$ cat src/rtl/high_level_pkg.sv
// -----------------------------------------------------------------------------
// high_level_pkg
//   Shared types and constants for the auto_pq priority-queue demonstrator.
//   - state_t        : top-level FSM states
//   - KEY_W_DEF      : default key width
//   - LFSR_TAPS      : tap mask for x^16+x^14+x^13+x^11+1 (bits 15,13,12,10)
//   - LFSR_SEED_DEF  : LFSR value after reset (nonzero)
//   - lfsr_next()    : one left-shift step with XOR feedback into bit 0
// -----------------------------------------------------------------------------
package high_level_pkg;

  localparam int          KEY_W_DEF     = 16;
  localparam logic [15:0] LFSR_TAPS     = 16'hB400;
  localparam logic [15:0] LFSR_SEED_DEF = 16'hACE1;

  typedef enum logic [2:0] {
    IDLE,
    START,
    ADD,
    REMOVE,
    DISPLAY
  } state_t;

  // Maximal-length polynomial, so a nonzero seed never reaches zero.
  function automatic logic [15:0] lfsr_next(input logic [15:0] v);
    return {v[14:0], ^(v & LFSR_TAPS)};
  endfunction

endpackage

$ cat src/rtl/high_level_pq_sorted.sv
// -----------------------------------------------------------------------------
// pq_sorted
//   Min-priority queue kept as an ascending sorted register array; entry 0 is
//   always the minimum. Insert is a single-cycle compare-and-shift, remove-min
//   is a single-cycle shift toward the head.
//   Ports:
//     clk, rst      clock, asynchronous active-high reset (count only)
//     i_clear       empty the queue
//     i_insert      insert i_key (ignored when full)
//     i_remove      drop the head entry (ignored when empty)
//     i_key         key to insert
//     o_min_key     current head (smallest key)
//     o_count       number of valid entries
//     o_full        o_count == DEPTH
//     o_empty       o_count == 0
// -----------------------------------------------------------------------------
module pq_sorted #(
  parameter  int DEPTH = 16,
  parameter  int KEY_W = 16,
  localparam int CW    = $clog2(DEPTH + 1)
) (
  input  logic             clk,
  input  logic             rst,
  input  logic             i_clear,
  input  logic             i_insert,
  input  logic             i_remove,
  input  logic [KEY_W-1:0] i_key,
  output logic [KEY_W-1:0] o_min_key,
  output logic [CW-1:0]    o_count,
  output logic             o_full,
  output logic             o_empty
);

  logic [KEY_W-1:0] r_keys      [DEPTH];
  logic [KEY_W-1:0] w_next_keys [DEPTH];
  logic [CW-1:0]    r_count;
  logic [DEPTH-1:0] w_gt;
  logic             w_do_ins;
  logic             w_do_rem;

  assign o_full    = (r_count == CW'(DEPTH));
  assign o_empty   = (r_count == '0);
  assign o_count   = r_count;
  assign o_min_key = r_keys[0];

  // Insert takes priority; the controller never requests both at once.
  assign w_do_ins = i_insert && !o_full;
  assign w_do_rem = i_remove && !o_empty && !w_do_ins;

  // w_gt[i]: slot i must move up (or receive the key). Empty slots count as
  // "greater", and equal keys stay below the new one so duplicates are kept.
  always_comb begin
    for (int i = 0; i < DEPTH; i++)
      w_gt[i] = (CW'(i) >= r_count) || (r_keys[i] > i_key);
  end

  // NOTE: every always_comb output gets a full default first, so no path can leave it unassigned and infer a latch.
  always_comb begin
    w_next_keys = r_keys;
    if (w_do_ins) begin
      if (w_gt[0]) w_next_keys[0] = i_key;
      for (int i = 1; i < DEPTH; i++)
        if (w_gt[i]) w_next_keys[i] = w_gt[i-1] ? r_keys[i-1] : i_key;
    end else if (w_do_rem) begin
      for (int i = 0; i < DEPTH - 1; i++)
        w_next_keys[i] = r_keys[i+1];
    end
  end

  // NOTE: state registers use non-blocking assignments so every flop samples pre-edge values regardless of block order.
  always_ff @(posedge clk or posedge rst) begin
    if (rst)               r_count <= '0;
    else if (i_clear)      r_count <= '0;
    else if (w_do_ins)     r_count <= r_count + 1'b1;
    else if (w_do_rem)     r_count <= r_count - 1'b1;
  end

  // NOTE: the key storage has no reset; r_count alone defines which entries are valid, so resetting it is enough.
  always_ff @(posedge clk) begin
    r_keys <= w_next_keys;
  end

endmodule

$ cat src/rtl/high_level.sv
// -----------------------------------------------------------------------------
// high_level
//   Self-running priority-queue demonstrator. On start it fills pq_sorted with
//   DEPTH LFSR keys, then removes them smallest-first, holding each removed key
//   for DISPLAY_CYCLES clocks on the byte and colour outputs.
//   Ports:
//     clk, rst                  clock, asynchronous active-high reset
//     start                     run enable (sampled in IDLE and at batch end)
//     data1 / data2             displayed key [15:8] / [7:0]
//     red / green / blue        displayed key [15:13] / [12:10] / [9:7]
//     sigIDLE..sigDISPLAY       one-hot decode of the FSM state
//     sigFULL / sigEMPTY        queue full / empty
// -----------------------------------------------------------------------------
module high_level
  import high_level_pkg::*;
#(
  parameter int          DEPTH          = 16,
  parameter int          KEY_W          = KEY_W_DEF,
  parameter int          DISPLAY_CYCLES = 64,
  parameter logic [15:0] LFSR_SEED      = LFSR_SEED_DEF
) (
  input  logic       clk,
  input  logic       rst,
  input  logic       start,
  output logic [7:0] data1,
  output logic [7:0] data2,
  output logic [2:0] red,
  output logic [2:0] green,
  output logic [2:0] blue,
  output logic       sigIDLE,
  output logic       sigSTART,
  output logic       sigADD,
  output logic       sigREMOVE,
  output logic       sigDISPLAY,
  output logic       sigFULL,
  output logic       sigEMPTY
);

  localparam int CW = $clog2(DEPTH + 1);
  localparam int HW = $clog2(DISPLAY_CYCLES + 1);

  state_t           r_state;
  state_t           w_next_state;
  logic [15:0]      r_lfsr;
  logic [KEY_W-1:0] r_disp;
  logic [HW-1:0]    r_hold;
  logic             w_hold_done;
  logic             w_clear;
  logic             w_insert;
  logic             w_remove;
  logic [KEY_W-1:0] w_min_key;
  logic [CW-1:0]    w_count;
  logic             w_full;
  logic             w_empty;

  pq_sorted #(
    .DEPTH (DEPTH),
    .KEY_W (KEY_W)
  ) u_pq (
    .clk       (clk),
    .rst       (rst),
    .i_clear   (w_clear),
    .i_insert  (w_insert),
    .i_remove  (w_remove),
    .i_key     (KEY_W'(r_lfsr)),
    .o_min_key (w_min_key),
    .o_count   (w_count),
    .o_full    (w_full),
    .o_empty   (w_empty)
  );

  assign w_hold_done = (r_hold == HW'(DISPLAY_CYCLES - 1));

  always_ff @(posedge clk or posedge rst) begin
    if (rst) r_state <= IDLE;
    else     r_state <= w_next_state;
  end

  always_comb begin
    w_next_state = r_state;
    w_clear      = 1'b0;
    w_insert     = 1'b0;
    w_remove     = 1'b0;
    unique case (r_state)
      IDLE:    if (start) w_next_state = START;
      START: begin
        w_clear      = 1'b1;
        w_next_state = ADD;
      end
      ADD: begin
        w_insert = 1'b1;
        // Leave after the insert that makes the queue full.
        if (w_count == CW'(DEPTH - 1)) w_next_state = REMOVE;
      end
      REMOVE: begin
        w_remove     = 1'b1;
        w_next_state = DISPLAY;
      end
      DISPLAY: begin
        if (w_hold_done) begin
          if (!w_empty)   w_next_state = REMOVE;
          else if (start) w_next_state = START;
          else            w_next_state = IDLE;
        end
      end
      default: w_next_state = IDLE;
    endcase
  end

  // The LFSR advances only while inserting, so the inserted key is the
  // pre-advance value and consecutive batches continue the same sequence.
  always_ff @(posedge clk or posedge rst) begin
    if (rst) begin
      r_lfsr <= LFSR_SEED;
      r_disp <= '0;
      r_hold <= '0;
    end else begin
      if (r_state == ADD)      r_lfsr <= lfsr_next(r_lfsr);
      if (w_remove && !w_empty) r_disp <= w_min_key;
      r_hold <= (r_state == DISPLAY) ? r_hold + 1'b1 : '0;
    end
  end

  assign data1 = r_disp[KEY_W-1 -: 8];
  assign data2 = r_disp[7:0];
  assign red   = r_disp[KEY_W-1 -: 3];
  assign green = r_disp[KEY_W-4 -: 3];
  assign blue  = r_disp[KEY_W-7 -: 3];

  assign sigIDLE    = (r_state == IDLE);
  assign sigSTART   = (r_state == START);
  assign sigADD     = (r_state == ADD);
  assign sigREMOVE  = (r_state == REMOVE);
  assign sigDISPLAY = (r_state == DISPLAY);
  assign sigFULL    = w_full;
  assign sigEMPTY   = w_empty;

endmodule

$ cat config.mk
export PLATFORM = sky130hd
export DESIGN_NAME = high_level
export DESIGN_NICKNAME = d
export VERILOG_FILES = /design/src/rtl/high_level_pkg.sv /design/src/rtl/high_level_pq_sorted.sv /design/src/rtl/high_level.sv
export SDC_FILE = /design/constraint.sdc
export NUM_CORES = 1
export LEC_CHECK = 0
export CAP_MARGIN = 20
export CORE_UTILIZATION = 40
export DETAILED_ROUTE_END_ITERATION = 6
export PLACE_DENSITY = 0.54
export SETUP_SLACK_MARGIN = 0.4
export SYNTH_ARGS = -nofsm -noshare
export SYNTH_HDL_FRONTEND = slang
export SYNTH_SLANG_ARGS = --single-unit
$ cat constraint.sdc
create_clock -name clk -period 9.5 [get_ports clk]
set_input_delay 1.9 -clock clk [delete_from_list [all_inputs] [get_ports clk]]
set_output_delay 1.9 -clock clk [all_outputs]
set_load 0.01 [all_outputs]
==> impl_metrics.toml, run 1 <==
[outcome]
status = "complete, no violations"

[setup_path]
r2r-end = "u_pq.r_keys[174]$_DFFE_PP_"
start_kind = "flop"
regToRegSetupSlack_ps = 4540
critical_path.max_fanout = 19
crit_type = "flop to flop"
setup.worst_path.start = "r_lfsr[10]$_DFFE_PP1P_"
r2r.worst_path.cells = 8
r2r-start = "r_lfsr[10]$_DFFE_PP1P_"
cp.arrival_ps = 5070
cp-end-kind = "flop"
worstSetupEndpoint = "u_pq.r_keys[174]$_DFFE_PP_"
critPathRequiredTime_ps = 9610

[power_and_ir_drop]
irDropWorstVdd_mv = 0.174
cellLeakagePower_nw = 8.69
p_per_area_nw_per_um2 = 401

[sta]
worst_slack_ps = 4540
period_share_pct = 52.2
hold_viol = 0
maxSlewHeadroom_pct = 26.3
setup_viol = 0
timing.fmax_mhz = 202
rsz0062_at_grt = "no"
fin_skew_ps = 18.2
fin_setup_tns_ps = 0
slew_viol_final = 0
worst_slew_pin_slew_ps = 1100
period_minus_slack_ps = 4960

[grt]
overflow = 0
grt_max_degree = 161
grt_pass1_vias = 17572
grtUsageTotal_pct = 28.3
antenna_found_initial = 1
grt_pass1_wl_um = 113000

[layout]
n_fill_cell = 4849
multi_input_area_um2 = 11400
synthToLayoutAreaGrowth_pct = 10.4
final_nets = 2297
drive_gt1_share_pct = 16.9
ff_latch_area_um2 = 8870

[clock_network]
cts_buffers = 37
cts_resized = 0
cts_tree = "done"
h-tree-depth = 2
clockBufferDepth = 3
hold_buffers = 0
clock_latency_ps = 560
clk_pin_slew_ps = 60
cts-root-buf = "clkbuf_16"
clock-sinks = 303
post-cts-setup-buffers = 0

[yosys]
yosys_warnings = 0
yosys_register_bits = 303
synth_edf_count = 256
syn_avg_cell_area_um2 = 10.3
ys.flop_type = "edfxtp_1"
yosysSeqAreaShare_pct = 41.9
syn_area_um2 = 21200
synth_nets = 2322
synth_cell_types = 73
async_flop_share_pct = 15.5
netlist_instances = 2057

[route]
vias_per_cell = 6.43
route.vias.total = 17593
drc = 0
ant_nets = 0
drt_iter0_markers = 1485
routed_wl_um = 75800
met1Wirelength_um = 33600
wl_per_cell_um = 27.7
dr_wl_met3_um = 5380
routed.top_layer = "met4"
drt-pass1-iter-count = 6
wl_met2_um = 34000

[die]
fp-row-count = 83
core_um2 = 51800
dieArea_um2 = 53900
die_w_um = 232
dieHeight_um = 232
ios = 35
initial_core_util_pct = 40.9

[placed_design]
place_hpwl_um = 52200
pre_cts_ws_ps = 4590
portBuffers = 34
place_congestion = 0.862

[min_path]
hp-class = "flop to flop"

[job]
drv_cap = 0
## power breakdown
group          switching [mW]  leakage (nW)  internal (mW)
logic                    2.51          5.11           1.95
registers               0.815          2.99           2.62
clock network           0.596         0.587          0.885
## placed cells by master, fill, tap and decap left out, drive strengths merged, types with 11 or more instances in the layout
cell type      count
a211oi            23
a21o              21
a21oi            168
a22oi             17
buf               53
clkbuf            51
clkdlybuf4s50     34
dfrtp             39
edfxtp           256
ha               262
inv               59
mux2i             15
nand2            180
nand3             19
nand4             54
nor2             160
nor2b             31
nor3              24
o211ai            16
o21a              14
o21ai            143
o221a            176
o22a              30
o2bb2ai           19
o311ai            16
or2               45
or3               24
or4               11
## flip-flops by register name, summed over array words and instances, names as in the netlist
signal          flops
u_pq.o_min_key     16
r_lfsr             16
u_pq.o_count        5
r_state             3
r_hold              7
u_pq.r_keys       240
r_disp             16
## per-layer routing
metal / track usage (%) / up-vias
li1: - / 8013
met1: 38.4 / 8730
met2: 43.9 / 689
met3: 5.33 / 161
met4: 11.8 / 0
met5: 0 / -
## Yosys cell counts, types with 4 or more instances
| library cell | n | share of area, % |
|---|---|---|
| ha_1 | 262 | 15 |
| edfxtp_1 | 256 | 36 |
| nand2_1 | 180 | 3.2 |
| o221a_2 | 176 | 9.4 |
| a21oi_1 | 168 | 4.0 |
| nor2_1 | 160 | 2.8 |
| o21ai_0 | 138 | 3.3 |
| clkbuf_1 | 93 | 1.6 |
| inv_1 | 59 | 1.0 |
| nand4_1 | 54 | 1.6 |
| or2_2 | 45 | 1.3 |
| buf_2 | 41 | 0.97 |
| dfrtp_1 | 39 | 4.6 |
| nor2b_1 | 31 | 0.92 |
| o22a_1 | 30 | 1.2 |
| nor3_1 | 24 | 0.57 |
| a211oi_1 | 23 | 0.82 |
| or3_1 | 23 | 0.68 |
| a21o_1 | 21 | 0.74 |
| nand3_1 | 19 | 0.45 |
| o2bb2ai_1 | 19 | 0.79 |
| a22oi_1 | 17 | 0.60 |
| o211ai_1 | 16 | 0.57 |
| o311ai_0 | 16 | 0.66 |
| mux2i_1 | 15 | 0.71 |
| o21a_1 | 14 | 0.50 |
| buf_4 | 11 | 0.39 |
| or4_1 | 10 | 0.35 |
| dfstp_2 | 8 | 0.99 |
| nor4_1 | 8 | 0.24 |
| o21ai_1 | 5 | 0.12 |
| xnor2_1 | 5 | 0.21 |
| buf_1 | 4 | 0.071 |
| o31a_1 | 4 | 0.17 |
## kinds of logic after synthesis
family / count (synthesis) / synth area share, %
AOI/OAI and AO/OA: 685 / 24.5
and+or+nand+nor: 573 / 12.9
muxes: 15 / 0.709
buffers and inverters: 211 / 4.22
DFF: 303 / 41.9
xor gates and xnor gates: 8 / 0.331
adders and majority gates: 262 / 15.5
## worst min path at each step
stage | startpoint | to | slack (ps) | depth (start not counted)
finish | r_disp[3]$_DFFE_PP0P_ | r_disp[3]$_DFFE_PP0P_ | 480 | 2
global route | r_disp[2]$_DFFE_PP0P_ | r_disp[2]$_DFFE_PP0P_ | 510 | 2
CTS | r_disp[3]$_DFFE_PP0P_ | r_disp[3]$_DFFE_PP0P_ | 480 | 2
detailed placement | r_disp[3]$_DFFE_PP0P_ | r_disp[3]$_DFFE_PP0P_ | 460 | 2
global placement | r_disp[3]$_DFFE_PP0P_ | r_disp[3]$_DFFE_PP0P_ | 460 | 2
floorplan | r_hold[0]$_DFF_PP0_ | r_hold[0]$_DFF_PP0_ | 450 | 1
## stage by stage
stage	instance area (µm²)	instances	util, %	hold slack, ps	power, mW
final	23400	2738	45.1	475	9.37
after global placement	22100	2666	42.6	459	7.68
after floorplan	21200	2057	-	453	6.30
after CTS	23300	2734	45.0	477	9.30
after global routing	23400	2737	45.1	513	9.98
after detailed placement	22100	2670	42.7	462	7.80
## cell type report
cell class | count | share of cell area [%]
repair buffers | 87 | 3.30
inverters | 60 | 0.969
well taps | 680 | 3.64
flip-flops and latches | 303 | 38.0
clock inverters | 13 | 0.824
clock buffers | 51 | 4.36
diodes | 1 | 0.0107
multi-input cells | 1543 | 48.9
## critical path: stages, from the launching register on
cell and delay, ps:
dfstp_2 1100, inv_1 150, buf_4 320, ha_1 340, nand2_1 60, or3_4 380
or4_4 560, a31oi_2 860, nand2_1 720
(Power assumes the default switching activity.)
==> run 2: changes to the inputs <==
==> constraint.sdc (replaced) <==
create_clock -name clk -period 5.1 [get_ports clk]
set_input_delay 1.02 -clock clk [delete_from_list [all_inputs] [get_ports clk]]
set_output_delay 1.02 -clock clk [all_outputs]
set_load 0.01 [all_outputs]
==> run 2 against run 1 <==
Effect of this change:
- power up 85%
- clock power up 78%
- clock-buffer cell count grew 10
- sequential power increased by 87%
- hold slack got worse by 0.56 ps
- final area is 0.81% higher
- largest power group unchanged
==> impl_metrics.toml, run 2 (synthesis results as in run 1) <==
[power_and_ir_drop]
cellLeakagePower_nw = 8.81
design_power_total_mw = 17.4
p_per_area_nw_per_um2 = 737
irDropWorstVdd_mv = 0.305

[setup_path]
critical_path.top_delay_family = "simple AND/OR/NAND/NOR gates"
crit_buf_inv = 2
cp-end-kind = "flop"
cpPeakStageDelay_ps = 650
cp.arrival_ps = 4370
r2r.worst_path.cells = 9
cp.depth = 9
start_kind = "flop"
slowest_stage = "a21o_1"
critPathRequiredTime_ps = 5290
path_cells = "inv_1 -> ha_1 -> nand4_1 -> or4_1 -> a21oi_1 -> o32ai_2 -> buf_4 -> nand2_1 -> a21o_1"
critical_path.max_fanout = 20
crit_type = "flop to flop"

[route]
routed_wl_um = 76900
ant_nets = 0
wl_per_cell_um = 27.8
drt_iter0_markers = 1912
vias_per_cell = 6.48
drc = 0
drt-pass1-iter-count = 5
route.vias.total = 17938

[clock_network]
cts-root-buf = "clkbuf_16"
post-cts-setup-buffers = 0
cts_resized = 0
clock-sinks = 303
hold_buffers = 0
cts_tree = "done"
h-tree-depth = 2
clk_pin_slew_ps = 60
clock_latency_ps = 560
clockBufferDepth = 3
cts_buffers = 38

[placed_design]
place_congestion = 0.871
place_hpwl_um = 53200
portBuffers = 34

[sta]
fin_setup_tns_ps = 0
slew_viol_final = 0
worst_slew_pin_slew_ps = 1090
setup_viol = 0
rsz0062_at_grt = "no"
timing.fmax_mhz = 239
period_minus_slack_ps = 4180
maxSlewHeadroom_pct = 27.5
hold_viol = 0
fin_skew_ps = 20.4
period_share_pct = 82.0

[min_path]
hp-class = "flop to flop"
worstHoldPathCells = 2

[grt]
overflow = 0
grt_pass1_wl_um = 116000
grt_max_degree = 105
antenna_found_initial = 1
grtUsageTotal_pct = 28.7
grt_pass1_vias = 17874

[layout]
multi_input_area_um2 = 11400
final_nets = 2325
largest_reg_flops = 240
layout_commonest_cell = "ha_1"
ff_latch_area_um2 = 8870
drive_gt1_share_pct = 17.8
num_antenna_cells = 0
most-common-layout-cells = "ha_1, edfxtp_1, nand2_1, o221a_2, a21oi_1"
regMostFlops = "u_pq.r_keys"
n_fill_cell = 4938
synthToLayoutAreaGrowth_pct = 11.3

[die]
core_um2 = 51800
dieArea_um2 = 53900
fp-row-count = 83
ios = 35
die_w_um = 232
initial_core_util_pct = 40.9
dieHeight_um = 232

[job]
drv_cap = 0

[outcome]
status = "complete, no violations"
==> run 2: worst paths after layout <==
check	slack, ps	endpoint	startpoint
setup / recovery	920	u_pq.r_keys[225]$_DFFE_PP_	r_lfsr[11]$_DFFE_PP1P_
setup reg to reg	920	u_pq.r_keys[225]$_DFFE_PP_	r_lfsr[11]$_DFFE_PP1P_
hold reg to reg	470	r_disp[5]$_DFFE_PP0P_	r_disp[5]$_DFFE_PP0P_
min in group asynchronous	770	r_disp[2]$_DFFE_PP0P_	rst
hold / removal	470	r_disp[5]$_DFFE_PP0P_	r_disp[5]$_DFFE_PP0P_
max in group asynchronous	3750	r_lfsr[5]$_DFFE_PP1P_	rst
==> run 2: metal layers <==
layer	vias to the layer above	GRT usage [%]	wire length [µm]
met1	8985	38.1	32900
met4	0	11.4	2690
met5	-	0	0
met3	163	4.80	5490
met2	732	46.5	35800
li1	8058	-	-
==> run 2: through the flow <==
stage | utilization [%] | cell area, µm² | std cells | hold WS, ps | setup slack, ps
after global routing | 45.5 | 23600 | 2767 | 506 | 650
after floorplan | - | 21200 | 2057 | 453 | 1110
after CTS | 45.4 | 23500 | 2764 | 477 | 926
after global placement | 43.1 | 22300 | 2695 | 463 | 976
final | 45.5 | 23600 | 2767 | 475 | 920
after detailed placement | 43.1 | 22400 | 2697 | 463 | 933
==> run 2: worst min-delay path: stages, from the launching register on <==
cell and delay (ps):
dfrtp_1 340, nand2_1 50, nand2_1 50
==> run 2: power by group <==
part | leakage [nW] | total, mW | switching, mW | internal [mW]
clock network | 0.571 | 2.64 | 1.10 | 1.54
logic | 5.25 | 8.32 | 4.62 | 3.70
registers | 2.99 | 6.41 | 1.53 | 4.88
==> run 2: cell type report <==
cell class                      count  area share (%)
Multi-Input combinational cell   1543            48.6
Sequential cell                   303            37.6
Clock buffer                       61            4.89
Timing Repair Buffer              114            4.22
Tap cell                          680            3.61
Inverter                           60           0.961
Clock inverter                      6           0.122
